### config.mk
export PLATFORM = sky130hd
export DESIGN_NAME = alu_issue_stage
export DESIGN_NICKNAME = d
export VERILOG_FILES = /design/src/rtl/alu_pkg.sv /design/src/rtl/alu_op_decode.sv /design/src/rtl/alu_issue_stage.sv
export SDC_FILE = /design/constraint.sdc
export NUM_CORES = 1
export LEC_CHECK = 0
export ABC_AREA = 1
export BUFFER_PORTS_ARGS = -buffer_cell sky130_fd_sc_hd__buf_2
export CAP_MARGIN = 20
export CORE_ASPECT_RATIO = 0.8
export CORE_MARGIN = 2
export CORE_UTILIZATION = 45
export DETAILED_ROUTE_END_ITERATION = 8
export MAX_ROUTING_LAYER = met4
export PLACE_DENSITY = 0.84
export SLEW_MARGIN = 5
export SYNTH_ARGS = -nofsm -noshare
export SYNTH_HDL_FRONTEND = slang
export SYNTH_SLANG_ARGS = --single-unit
export TNS_END_PERCENT = 5
### constraint.sdc
create_clock -name CLK -period 1.6 [get_ports CLK]
set_clock_uncertainty 0.05 [all_clocks]
set_input_delay 0.16 -clock CLK [delete_from_list [all_inputs] [get_ports CLK]]
set_output_delay 0.16 -clock CLK [all_outputs]
set_load 0.05 [all_outputs]
### src/rtl/alu_pkg.sv
// Shared definitions for the ALU issue path: op encodings, instruction
// class codes, FSM state encoding and the default datapath width.
package alu_pkg;

  localparam int ALU_DATA_W = 16;

  // ALU16b operation encodings; 001, 011 and 110 are unused by the ALU.
  localparam logic [2:0] OP_AND = 3'b000;
  localparam logic [2:0] OP_OR  = 3'b010;
  localparam logic [2:0] OP_ADD = 3'b100;
  localparam logic [2:0] OP_SUB = 3'b101;
  localparam logic [2:0] OP_SLT = 3'b111;

  // Instruction class codes presented by decode.
  localparam logic [1:0] CLS_MEM = 2'b00;
  localparam logic [1:0] CLS_BR  = 2'b01;
  localparam logic [1:0] CLS_R   = 2'b10;
  localparam logic [1:0] CLS_I   = 2'b11;

  // Issue FSM encoding.
  typedef logic [1:0] state_t;
  localparam state_t ST_IDLE = 2'd0;
  localparam state_t ST_EXEC = 2'd1;
  localparam state_t ST_DONE = 2'd2;

  // True for the five op codes ALU16b implements.
  function automatic logic op_is_legal(input logic [2:0] op);
    logic legal;
    legal = 1'b0;
    case (op)
      OP_AND, OP_OR, OP_ADD, OP_SUB, OP_SLT: legal = 1'b1;
      default:                               legal = 1'b0;
    endcase
    return legal;
  endfunction

endpackage

### src/rtl/alu_op_decode.sv
// Combinational class/funct decode: ALU op, B-operand source, immediate
// extension mode and illegal-funct flag. Shared with the control unit.
module alu_op_decode
  import alu_pkg::*;
(
  input  logic [1:0] alu_class_i,
  input  logic [2:0] funct_i,
  output logic [2:0] op_o,
  output logic       b_imm_o,
  output logic       sext_o,
  output logic       illegal_o
);

  logic [2:0] funct_op;
  logic       funct_bad;

  // Illegal funct codes fall back to ADD.
  always_comb begin
    funct_bad = !op_is_legal(funct_i);
    funct_op  = funct_bad ? OP_ADD : funct_i;
  end

  // Class decode; immediates are zero-extended only for the logical ops.
  always_comb begin
    op_o      = OP_ADD;
    b_imm_o   = 1'b0;
    sext_o    = 1'b1;
    illegal_o = 1'b0;
    case (alu_class_i)
      CLS_MEM: begin
        op_o    = OP_ADD;
        b_imm_o = 1'b1;
      end
      CLS_BR: begin
        op_o    = OP_SUB;
        b_imm_o = 1'b0;
      end
      CLS_R: begin
        op_o      = funct_op;
        b_imm_o   = 1'b0;
        illegal_o = funct_bad;
      end
      CLS_I: begin
        op_o      = funct_op;
        b_imm_o   = 1'b1;
        sext_o    = !((funct_op == OP_AND) || (funct_op == OP_OR));
        illegal_o = funct_bad;
      end
      default: begin
        op_o = OP_ADD;
      end
    endcase
  end

endmodule

### src/rtl/alu_issue_stage.sv
// Multicycle operand/issue stage in front of ALU16b. Registers A, B and Op,
// captures the ALU result one cycle later, and handshakes on both sides.
// Optional: define ALU_ILLEGAL_TRAP_EN to force a zero result and raise err
// for illegal funct codes; otherwise they silently execute as ADD.
module alu_issue_stage
  import alu_pkg::*;
#(
  parameter int DATA_W = ALU_DATA_W,
  parameter int IMM_W  = 8
) (
  input  logic              CLK,
  input  logic              Reset,
  input  logic              in_valid,
  output logic              in_ready,
  input  logic [1:0]        alu_class,
  input  logic [2:0]        funct,
  input  logic [DATA_W-1:0] rs_val,
  input  logic [DATA_W-1:0] rt_val,
  input  logic [IMM_W-1:0]  imm,
  output logic [DATA_W-1:0] ALUScrA,
  output logic [DATA_W-1:0] ALUScrB,
  output logic [2:0]        Op,
  input  logic [DATA_W-1:0] O,
  output logic              out_valid,
  input  logic              out_ready,
  output logic [DATA_W-1:0] alu_out,
  output logic              zero,
  output logic              err
);

  state_t            state_q, state_d;
  logic [DATA_W-1:0] a_q, b_q;
  logic [2:0]        op_q;
  logic [DATA_W-1:0] alu_out_q;
  logic              zero_q;
  logic              out_valid_q;

  logic [2:0]        dec_op;
  logic              dec_b_imm;
  logic              dec_sext;
  logic              dec_illegal;
  logic [DATA_W-1:0] imm_ext;
  logic [DATA_W-1:0] b_sel;
  logic              accept;

  alu_op_decode u_dec (
    .alu_class_i (alu_class),
    .funct_i     (funct),
    .op_o        (dec_op),
    .b_imm_o     (dec_b_imm),
    .sext_o      (dec_sext),
    .illegal_o   (dec_illegal)
  );

  // B operand source selection with immediate extension.
  always_comb begin
    imm_ext = dec_sext ? {{(DATA_W-IMM_W){imm[IMM_W-1]}}, imm}
                       : {{(DATA_W-IMM_W){1'b0}}, imm};
    b_sel   = dec_b_imm ? imm_ext : rt_val;
  end

  // Ready is combinational on state; in DONE it passes out_ready through.
  always_comb begin
    in_ready = 1'b0;
    case (state_q)
      ST_IDLE: in_ready = 1'b1;
      ST_EXEC: in_ready = 1'b0;
      ST_DONE: in_ready = out_ready;
      default: in_ready = 1'b0;
    endcase
    accept = in_valid & in_ready;
  end

  // Next-state logic for IDLE -> EXEC -> DONE.
  always_comb begin
    state_d = state_q;
    case (state_q)
      ST_IDLE: if (in_valid) state_d = ST_EXEC;
      ST_EXEC: state_d = ST_DONE;
      ST_DONE: if (out_ready) state_d = in_valid ? ST_EXEC : ST_IDLE;
      default: state_d = ST_IDLE;
    endcase
  end

  // State register.
  always_ff @(posedge CLK) begin
    if (Reset) state_q <= ST_IDLE;
    else       state_q <= state_d;
  end

  // Operand registers load only on accept so the ALU inputs stay steady.
  always_ff @(posedge CLK) begin
    if (Reset) begin
      a_q  <= '0;
      b_q  <= '0;
      op_q <= OP_AND;
    end else if (accept) begin
      a_q  <= rs_val;
      b_q  <= b_sel;
      op_q <= dec_op;
    end
  end

`ifdef ALU_ILLEGAL_TRAP_EN
  logic illegal_q;
  logic err_q;

  // Remember whether the op in flight was an illegal funct.
  always_ff @(posedge CLK) begin
    if (Reset)       illegal_q <= 1'b0;
    else if (accept) illegal_q <= dec_illegal;
  end

  // Result capture; trapped ops produce a zero result with err raised.
  always_ff @(posedge CLK) begin
    if (Reset) begin
      alu_out_q   <= '0;
      zero_q      <= 1'b0;
      out_valid_q <= 1'b0;
      err_q       <= 1'b0;
    end else begin
      case (state_q)
        ST_EXEC: begin
          out_valid_q <= 1'b1;
          if (illegal_q) begin
            alu_out_q <= '0;
            zero_q    <= 1'b1;
            err_q     <= 1'b1;
          end else begin
            alu_out_q <= O;
            zero_q    <= (O == '0);
            err_q     <= 1'b0;
          end
        end
        ST_DONE: begin
          if (out_ready) begin
            out_valid_q <= 1'b0;
            err_q       <= 1'b0;
          end
        end
        default: ;
      endcase
    end
  end

  assign err = err_q;
`else
  logic unused_illegal;
  assign unused_illegal = dec_illegal;

  // Result capture from ALU16b; held through DONE until consumed.
  always_ff @(posedge CLK) begin
    if (Reset) begin
      alu_out_q   <= '0;
      zero_q      <= 1'b0;
      out_valid_q <= 1'b0;
    end else begin
      case (state_q)
        ST_EXEC: begin
          out_valid_q <= 1'b1;
          alu_out_q   <= O;
          zero_q      <= (O == '0);
        end
        ST_DONE: begin
          if (out_ready) out_valid_q <= 1'b0;
        end
        default: ;
      endcase
    end
  end

  assign err = 1'b0;
`endif

  assign ALUScrA   = a_q;
  assign ALUScrB   = b_q;
  assign Op        = op_q;
  assign alu_out   = alu_out_q;
  assign zero      = zero_q;
  assign out_valid = out_valid_q;

endmodule
Word level (Yosys, flattened, before mapping)
Cells that the tools add are included.
- bitwise gates (word level): 1
- reduce and logical (&&, ||, !) cells: 14
- muxes and demuxes: 14
- equality and inequality tests: 12
- operator list (kind ; number):
    $mux W16 ; 2
    $logic_not A16 Y1 ; 1
    $eq A3 B3 Y1 const B ; 3
    $pmux W3 S3 ; 1
    $eq A2 B2 Y1 const B ; 3
    $eq A3 B2 Y1 const B ; 2
    $logic_not A3 Y1 ; 2
    $pmux W1 S2 ; 3
    $pmux W2 S3 ; 1
    $reduce_or A2 Y1 ; 3
    $reduce_or A5 Y1 ; 1
    $eq A2 B1 Y1 const B ; 2
    $logic_not A2 Y1 ; 2
    $mux W1 ; 4
    $mux W2 ; 2
    $ne A2 B2 Y1 const B ; 2
    $reduce_and A2 Y1 ; 2
    $mux W3 ; 1
    $reduce_bool A2 Y1 ; 1
    $and A1 B1 Y1 ; 1
    $logic_not A1 Y1 ; 1
    $logic_or A1 B1 Y1 ; 1
- flip-flop bits (word level): 55

Depth between registers and ports, before layout
Gate-level depths: netlist of the first run.
- word-level depth: 10
- mapped depth: 8
- mapped depth without buffers: 7

Hierarchy
Synthesis of the first run repeated with hierarchy kept, for this count alone.
- cells, all modules: 322
- area total of the unflattened synthesis: 2378.5 um2
- modules (own cells, without submodules) (module ; instances ; seq. area each (um2) ; cells an instance ; area each (um2)):
    alu_issue_stage ; 1 ; 1101.1 ; 298 ; 2249.7
    alu_op_decode ; 1 ; 0.0 ; 24 ; 128.9

Worst setup path after synthesis of the first run
Ideal clock, no wire load.
- kind: input to register
- from: in alu_class[0]
- to: reg b_q[10] (netlist: ALUScrB[10])
- required time: 1.486 ns
- buffers on the path: 1
- path slack: 0.348 ns
- data arrival time: 1.138 ns
- library setup time: 0.064 ns
- stages on the path: 8
- cell sequence: inv_1 ha_1 buf_2 clkinv_2 nand2_1 o21ai_4 nor2_1 nor2_1
- word-level cells in the longest chain between the ends: 4
- RTL lines (element ; line ; text):
    start, declared ; alu_issue_stage.sv:15 ; input logic [1:0] alu_class,
    $eq A2 B2 Y1, or another cell as far along ; alu_op_decode.sv:29 ; case (alu_class_i)
    $reduce_or A2 Y1 (no source line) / $mux W1 (equally long branches) ; - ;
    $pmux W1 S2 / $mux W16 (equally long branches) ; alu_op_decode.sv:29, alu_issue_stage.sv:57 ;
    $mux W16 (*) ; alu_issue_stage.sv:59 ; b_sel = dec_b_imm ? imm_ext : rt_val;
    end signal, assigned ; alu_issue_stage.sv:99 ; b_q <= b_sel;
    end, declared ; alu_issue_stage.sv:32 ; logic [DATA_W-1:0] a_q, b_q;
Every way passes the cells marked *; elsewhere a longest branch is shown, timed or not.
A chain may end at the register's enable or synchronous reset.

Final worst setup path of the first run
- from: in out_ready
- to: out in_ready
- word-level cells in the longest chain between the ends: 1
- RTL lines (element ; line ; text):
    start, declared ; alu_issue_stage.sv:25 ; input logic out_ready,
    $pmux W1 S2 ; alu_issue_stage.sv:65 ; case (state_q)
    end, declared ; alu_issue_stage.sv:14 ; output logic in_ready,
No other way between the ends.

==> results of run 1 <==
-- per-layer routing --
layer	up-vias	track usage
met5	-	-
met4	0	0.06452
met3	11	0.04343
met2	97	0.3363
met1	1024	0.2359
li1	1204	-
-- final timing paths --
| kind | endpoint | slack, ns | depth (start not counted) |
|---|---|---|---|
| hold reg to reg | Op[1] | 0.42 | 2 |
| hold / removal | ALUScrA[6] | 0.03 | 3 |
| setup / recovery | in_ready | 0.04 | 7 |
| setup reg to reg | ALUScrB[3] | 0.27 | 6 |
-- final cells by class --
class	instances	area share
inverters	22	0.02850
repair buffers	125	0.2131
multi-input cells	223	0.3342
well taps	62	0.02561
flip-flops and latches	55	0.3635
clock inverters	2	0.01239
clock buffers	5	0.02272
-- registers in the layout, indices dropped and copies added, names as in the netlist --
name and flops:
out_valid 1, ALUScrB 16, zero 1, ALUScrA 16
alu_out 16, Op 3, state_q 2
-- cells by family (layout without fill, tap and decap cells) --
logic type                 after synthesis  in the layout  share of synthesized area
AOI/OAI and AO/OA                       58             58                     0.1333
adders and majority gates                3              3                    0.01625
buffers and inverters                   37            154                    0.08504
DFF                                     55             55                     0.4767
other                                    1              1                   0.001624
and+or+nand+nor                        161            161                     0.2871
-- where the power goes --
part	total, mW	internal, mW	switching [mW]
combinational	0.926	0.248	0.678
clock	0.887	0.458	0.429
sequential	1.53	1.48	0.0516
total	3.34	2.19	1.16
-- critical path: cells and delay by family --
family,cells,cell delay [ns]
buf+inv,5,1.04
simple gates,2,0.15
-- synthesized netlist by cell type (all sizes together) --
library cell,instances
nand3,2
dfxtp,55
nor2,110
a21oi,3
a31oi,1
ha,3
nand2,47
inv,21
buf,10
o21a,1
conb,1
o21ai,52
a211oi,1
clkbuf,5
clkinv,1
nor3,1
nand3b,1
-- repair_timing --
action,CTS,global route
gates resized for setup,0,0
endpoints found under the hold margin,1,0
hold buffers,1,0
setup buffers,0,0
setup endpoints to repair,0,2
==> flow_metrics.tcl, run 1 <==
set metrics [dict create \
    worstPathRequired_ns 1.39 \
    ant_nets 0 \
    max_stage_delay_ns 0.55 \
    finalNetCount 500 \
    cp_cell_sequence "dlygate4sd3_1 > buf_2 > inv_1 > nand2_2 > nand2_4 > inv_4 > buf_2" \
    place.gp.congestion 0.8195 \
    drv_slew 0 \
    p_leak_nw 1.635 \
    slowest_stage "dlygate4sd3_1" \
    wl_met3_um 422 \
    rows 23 \
    grt_max_degree 35 \
    top_layer "met4" \
    dr.pass1.iters 4 \
    whs_ns 0.02876 \
    hold_path_class "in2reg" \
    track_usage 0.1969 \
    vdd_drop_max_v 0.0006361 \
    worstPathArrival_ns 1.35 \
    cts_root_buffer "clkbuf_8" \
    status "completed" \
    netlist-cell-type-count 29 \
    wl_per_cell_um 11.15 \
    worstReg2RegStart "state_q[0]" \
    syn_to_final_growth_pct 31.15 \
    rsz0062_at_grt "true" \
    drc 0 \
    setup_tns_ns 0 \
    regArea_um2 1101 \
    cap_violations 0 \
    timing.fmax_mhz 639.6 \
    antenna_found_initial 0 \
    fin_crit_sh 0.9772 \
    final_core_util 0.6084 \
    pin_count 120 \
    die_w_um 84.10 \
    total_power_mw 3.345 \
    period_minus_slack_ns 1.563 \
    yosys_warnings 0 \
    clk_latency_ns 0.30 \
    die_y_um 68.08 \
    place_ws_ns 0.2028 \
    wl_met1_mm 2.476 \
    via_count 2336 \
    port_buffers 118 \
    grt_pass1_vias 2078 \
    hold_viol 0 \
    drt_wl_total_mm 5.508 \
    initialDrtViolationCount 74 \
    multi_input_area_um2 1012 \
    layout-drive-gt1-share 0.3403 \
    dr_wl_met2_mm 2.533 \
    final_cell_mix "118 x buf_2, 102 x nor2_1, 55 x dfxtp_1" \
    stdcell_count 494 \
    viasPerCell 4.729 \
    overflow 0 \
    grt_pass1_wl_mm 8.880 \
    synth.area.top_cells "dfxtp_1 48%, nor2_1 17%, o21ai_0 10%" \
    fin_ws_ns 0.03651 \
    dp_hpwl_mm 4.118 \
    final_cell_area_um2 3029 \
    core_area_um2 4979 \
    htree_num_levels 2 \
    netlist_area_um2 2310 \
    numCtsBuffers 5 \
    die_area_um2 5726 \
    critPathMaxFanout 3 \
    ys_ff_latch 55 \
    setup_viol 0 \
    dp_cells 486 \
    startpoint_type "input port" \
    crit_path_end_kind "primary output" \
    clock_path_buffers 2 \
    cts_tree "built" \
    placed_cell_area_um2 2913 \
    critPathMostFrequentCell "buf_2" \
    final_common_cell "buf_2" \
    synth_cells 315 \
    synth.avg_cell_area_um2 7.332 \
    syn-num-nets 383 \
    synth_top_area_frac 0.4767 \
    cts_sinks 55 \
    initial_core_util 0.4639 \
    diodes 0 \
    ys_seq_area_frac 0.4767 \
    crit_start "out_ready" \
    clkTransAtPathRegs_ns 0.09 \
    hp-start "rs_val[6]" \
    critPathKind "in2out" \
    nFillCells 467 \
    yosys.area.top_type "dfxtp_1" \
    power.density_nw_per_um2 1104 \
]
Note: power is estimated with default switching activity, not from simulation.
==> run 2, diff against run 1 <==
==> constraint.sdc (replaced) <==
create_clock -name CLK -period 1.7 [get_ports CLK]
set_clock_uncertainty 0.05 [all_clocks]
set_input_delay 0.17 -clock CLK [delete_from_list [all_inputs] [get_ports CLK]]
set_output_delay 0.17 -clock CLK [all_outputs]
set_load 0.05 [all_outputs]
==> flow_metrics.tcl, run 2 (synthesis results as in run 1) <==
set metrics [dict create \
    power.density_nw_per_um2 1053 \
    status "completed" \
    clock_path_buffers 2 \
    setup_viol 0 \
    timing.fmax_mhz 631.7 \
    die_w_um 84.10 \
    holdBufCountCts 1 \
    final_cell_mix "118 x buf_2, 102 x nor2_1, 55 x dfxtp_1" \
    power.internal_mw 2.105 \
    pwr-share-comb 0.273 \
    die_area_um2 5726 \
    hold_viol 0 \
    power_switching_mw 1.104 \
    final_core_util 0.6122 \
    drc 0 \
    die_y_um 68.08 \
    rsz0062_at_grt "false" \
    startpoint_type "input port" \
    wl_per_cell_um 11.29 \
    setup_tns_ns 0 \
    htree_num_levels 2 \
    antenna_found_initial 0 \
    overflow 0 \
    drt_wl_total_mm 5.598 \
    hold_path_class "in2reg" \
    viasPerCell 4.700 \
    grt_pass1_vias 2029 \
    fin_crit_sh 0.9312 \
    numCtsBuffers 5 \
    netSwitchingFraction 0.3440 \
    final_common_cell "buf_2" \
    dr.pass1.iters 4 \
    cts_tree "built" \
    clk_latency_ns 0.31 \
    total_power_mw 3.209 \
    crit_path_end_kind "primary output" \
    grt_max_degree 29 \
    layout-drive-gt1-share 0.3433 \
    cap_violations 0 \
    core_area_um2 4979 \
    critPathMaxFanout 3 \
    post_cts_buffers 0 \
    cts_sinks 55 \
    dp_hpwl_mm 4.140 \
    place.gp.congestion 0.8198 \
    period_minus_slack_ns 1.583 \
    grt_pass1_wl_mm 8.976 \
    clkTransAtPathRegs_ns 0.09 \
    worstPathArrival_ns 1.36 \
    diodes 0 \
    syn_to_final_growth_pct 31.96 \
    rows 23 \
    pin_count 120 \
    cts_resized 0 \
    critPathKind "in2out" \
    p_clk_frac 0.278 \
    vdd_drop_max_v 0.0006128 \
    p_leak_nw 1.651 \
    initialDrtViolationCount 62 \
    ant_nets 0 \
    seq_power_share 0.449 \
    drv_slew 0 \
    port_buffers 118 \
    cts_root_buffer "clkbuf_8" \
    initial_core_util 0.4639 \
    track_usage 0.2036 \
    via_count 2331 \
    worstPathRequired_ns 1.48 \
    finalNetCount 501 \
]
## run 2: cell types whose count changed in the layout (fill, tap and decap cells not counted)
cell,change
clkbuf_8,+1
clkinv_2,+1
buf_4,+1
clkinvlp_4,-1
## run 2: metal layers
layer | vias to the layer above | GRT usage | wire (um)
li1 | 1210 | - | -
met1 | 1022 | 0.2348 | 2539
met2 | 93 | 0.3552 | 2574
met3 | 6 | 0.06152 | 439
met4 | 0 | 0.04839 | 45
met5 | - | - | 0
## run 2: worst max-delay path, stage by stage
cell and delay (ns):
dlygate4sd3_1 0.55, buf_2 0.12, inv_1 0.04, nand2_2 0.07, nand2_4 0.07, inv_4 0.07
buf_2 0.27
## run 2: layout make-up
class | instances | area, um^2
multi-input cells | 223 | 1012
clock inverters | 2 | 35.03
repair buffers | 126 | 653.1
inverters | 22 | 86.33
well taps | 62 | 77.57
flip-flops and latches | 55 | 1101
fillers | 464 | 1931
clock buffers | 6 | 82.58
## run 2: path summary, 6_finish.rpt
| check | from | depth (start not counted) | slack, ns | to |
|---|---|---|---|---|
| max | out_ready | 7 | 0.12 | in_ready |
| min | rs_val[12] | 3 | 0.03 | ALUScrA[12] |
| max reg2reg | state_q[0] | 6 | 0.41 | ALUScrA[2] |
| min reg2reg | Op[1] | 2 | 0.42 | Op[1] |
## run 2: power groups by stage
stage               registers [mW]  logic, mW  clock network (mW)
floorplan                     1.82      0.293                   0
global placement              1.47      0.864                   0
detailed placement            1.47      0.877                   0
CTS                           1.44      0.880               0.922
global route                  1.45      0.946               0.984
finish                        1.44      0.875               0.893
## run 2: through the flow
stage / setup WS [ns] / hold slack (ns) / area (um^2) / std cells
2_1_floorplan: 0.4379 / 0.1891 / 2310 / 315
3_3_place_gp: 0.3426 / 0.3291 / 2920 / 487
3_5_place_dp: 0.2781 / 0.3361 / 2920 / 487
4_1_cts: 0.1399 / 0.02757 / 3048 / 496
5_1_grt: 0.08640 / 0.02070 / 3048 / 496
6_report: 0.1169 / 0.03029 / 3048 / 496
==> run 3, diff against run 2 <==
--- a/config.mk
+++ b/config.mk
@@ -10,10 +10,10 @@
 export CAP_MARGIN = 20
 export CORE_ASPECT_RATIO = 0.8
 export CORE_MARGIN = 2
-export CORE_UTILIZATION = 45
+export CORE_UTILIZATION = 48
 export DETAILED_ROUTE_END_ITERATION = 8
 export MAX_ROUTING_LAYER = met4
-export PLACE_DENSITY = 0.84
+export PLACE_DENSITY = 0.88
 export SLEW_MARGIN = 5
 export SYNTH_ARGS = -nofsm -noshare
 export SYNTH_HDL_FRONTEND = slang
==> constraint.sdc (replaced) <==
create_clock -name CLK -period 1.9 [get_ports CLK]
set_clock_uncertainty 0.05 [all_clocks]
set_input_delay 0.19 -clock CLK [delete_from_list [all_inputs] [get_ports CLK]]
set_output_delay 0.19 -clock CLK [all_outputs]
set_load 0.05 [all_outputs]
==> flow_metrics.tcl, run 3 (synthesis results as in run 1) <==
set metrics [dict create \
    status "completed" \
    die_y_um 66.05 \
    power.density_nw_per_um2 892.1 \
    stdcell_count 487 \
    drc 0 \
    dp_cells 481 \
    hp-start "out_ready" \
    worstPathArrival_ns 1.60 \
    die_area_um2 5386 \
    vdd_drop_max_v 0.0005331 \
    grt_max_degree 37 \
    min_path_cells 2 \
    setup_tns_ns 0 \
    nFillCells 431 \
    layout-drive-gt1-share 0.3349 \
    cts_root_buffer "clkbuf_8" \
    initial_core_util 0.5024 \
    worstHoldEndpoint "out_valid" \
    fin_ws_ns 0.4391 \
    critPathMaxFanout 18 \
    fin_crit_sh 0.7689 \
    rows 22 \
    pin_count 120 \
    period_minus_slack_ns 1.461 \
    rr_worst_depth 5 \
    place_ws_ns 0.4427 \
    max_stage_delay_ns 0.39 \
    antenna_found_initial 0 \
    wl_per_cell_um 11.23 \
    startpoint_type "register" \
    ant_nets 0 \
    port_buffers 118 \
    total_power_mw 2.644 \
    worstPathRequired_ns 2.04 \
    die_w_um 81.56 \
    htree_num_levels 2 \
    timing.fmax_mhz 684.5 \
    worstReg2RegStart "state_q[1]" \
    overflow 0 \
    track_usage 0.2169 \
    numCtsBuffers 5 \
    p_leak_nw 1.602 \
    crit_path_end_kind "register" \
    r2r-end "out_valid" \
    hold_path_class "in2reg" \
    dp_hpwl_mm 4.162 \
    drt_wl_total_mm 5.470 \
    grt_pass1_wl_mm 8.880 \
    hold_viol 0 \
    cts_tree "built" \
    rsz0062_at_grt "false" \
    drv_slew 0 \
    crit_start "state_q[1]" \
    cp_cell_sequence "inv_1 > nand2_1 > inv_2 > o21ai_0 > a31oi_1" \
    syn_to_final_growth_pct 28.33 \
    cts_resized 0 \
    dr.pass1.iters 4 \
    core_area_um2 4597 \
    grt_pass1_vias 2090 \
    via_count 2310 \
    final_common_cell "buf_2" \
    critPathKind "reg2reg" \
    setup_viol 0 \
    viasPerCell 4.743 \
    clk_latency_ns 0.29 \
    initialDrtViolationCount 86 \
    finalNetCount 496 \
    post_cts_buffers 0 \
    slowest_stage "dfxtp_1" \
    cts_sinks 55 \
    place.gp.congestion 0.7666 \
    diodes 0 \
    clock_path_buffers 2 \
    clkTransAtPathRegs_ns 0.09 \
    holdBufCountCts 0 \
    cap_violations 0 \
    final_cell_mix "118 x buf_2, 102 x nor2_1, 55 x dfxtp_1" \
    r2r_setup_slack_ns 0.44 \
]
[run 3: changes by cell type in the layout (fill, tap and decap cells not counted), sizes merged]
cell / before / now
buf: 125 / 121
bufinv: 1 / 0
clkbuf: 6 / 5
clkinv: 2 / 1
clkinvlp: 0 / 1
dlygate4sd3: 1 / 0
[run 3: worst max-delay path by stage]
stage	end	slack [ns]	cells after the start
final	out_valid	0.44	5
after global routing	out_valid	0.27	5
after CTS	out_valid	0.45	5
after detailed placement	ALUScrB[14]	0.44	8
after global placement	out_valid	0.51	5
after floorplan	ALUScrB[10]	0.62	8
[run 3: cell type report]
class                   instances  area (um^2)  share of cell area
flip-flops and latches         55         1101              0.3715
inverters                      22        86.33             0.02913
well taps                      60        75.07             0.02533
clock buffers                   5        68.82             0.02322
clock inverters                 1        7.507            0.002533
repair buffers                121        613.1              0.2068
multi-input cells             223         1012              0.3415
[run 3: layer usage]
layer / global-route usage / vias to the layer above / part of all wire
met5: - / - / 0
met4: 0.05932 / 0 / 0.0060
met3: 0.04918 / 4 / 0.091
met2: 0.3648 / 103 / 0.45
met1: 0.2622 / 1003 / 0.45
li1: - / 1200 / -
[run 3: critical path, delay by kind of cell (launching register included)]
kind	cells	cell delay, ns
flops	1	0.39
simple gates	1	0.34
buf+inv	2	0.28
compound gates	2	0.27
[run 3: metrics by stage]
stage               area (um^2)  hold WS (ns)  utilization
finish                     2964       0.05116       0.6448
global route               2964       0.04852       0.6448
CTS                        2964       0.04338       0.6448
detailed placement         2888        0.3669       0.6282
global placement           2888        0.3622       0.6282
floorplan                  2310        0.2091            -
[run 3: where the power goes]
part / total (mW) / internal, mW / switching (mW) / leakage [nW]
Clock: 0.580 / 0.245 / 0.335 / 0.0361
Sequential: 1.29 / 1.25 / 0.0478 / 0.454
Combinational: 0.769 / 0.202 / 0.568 / 1.11
Total: 2.64 / 1.69 / 0.951 / 1.60
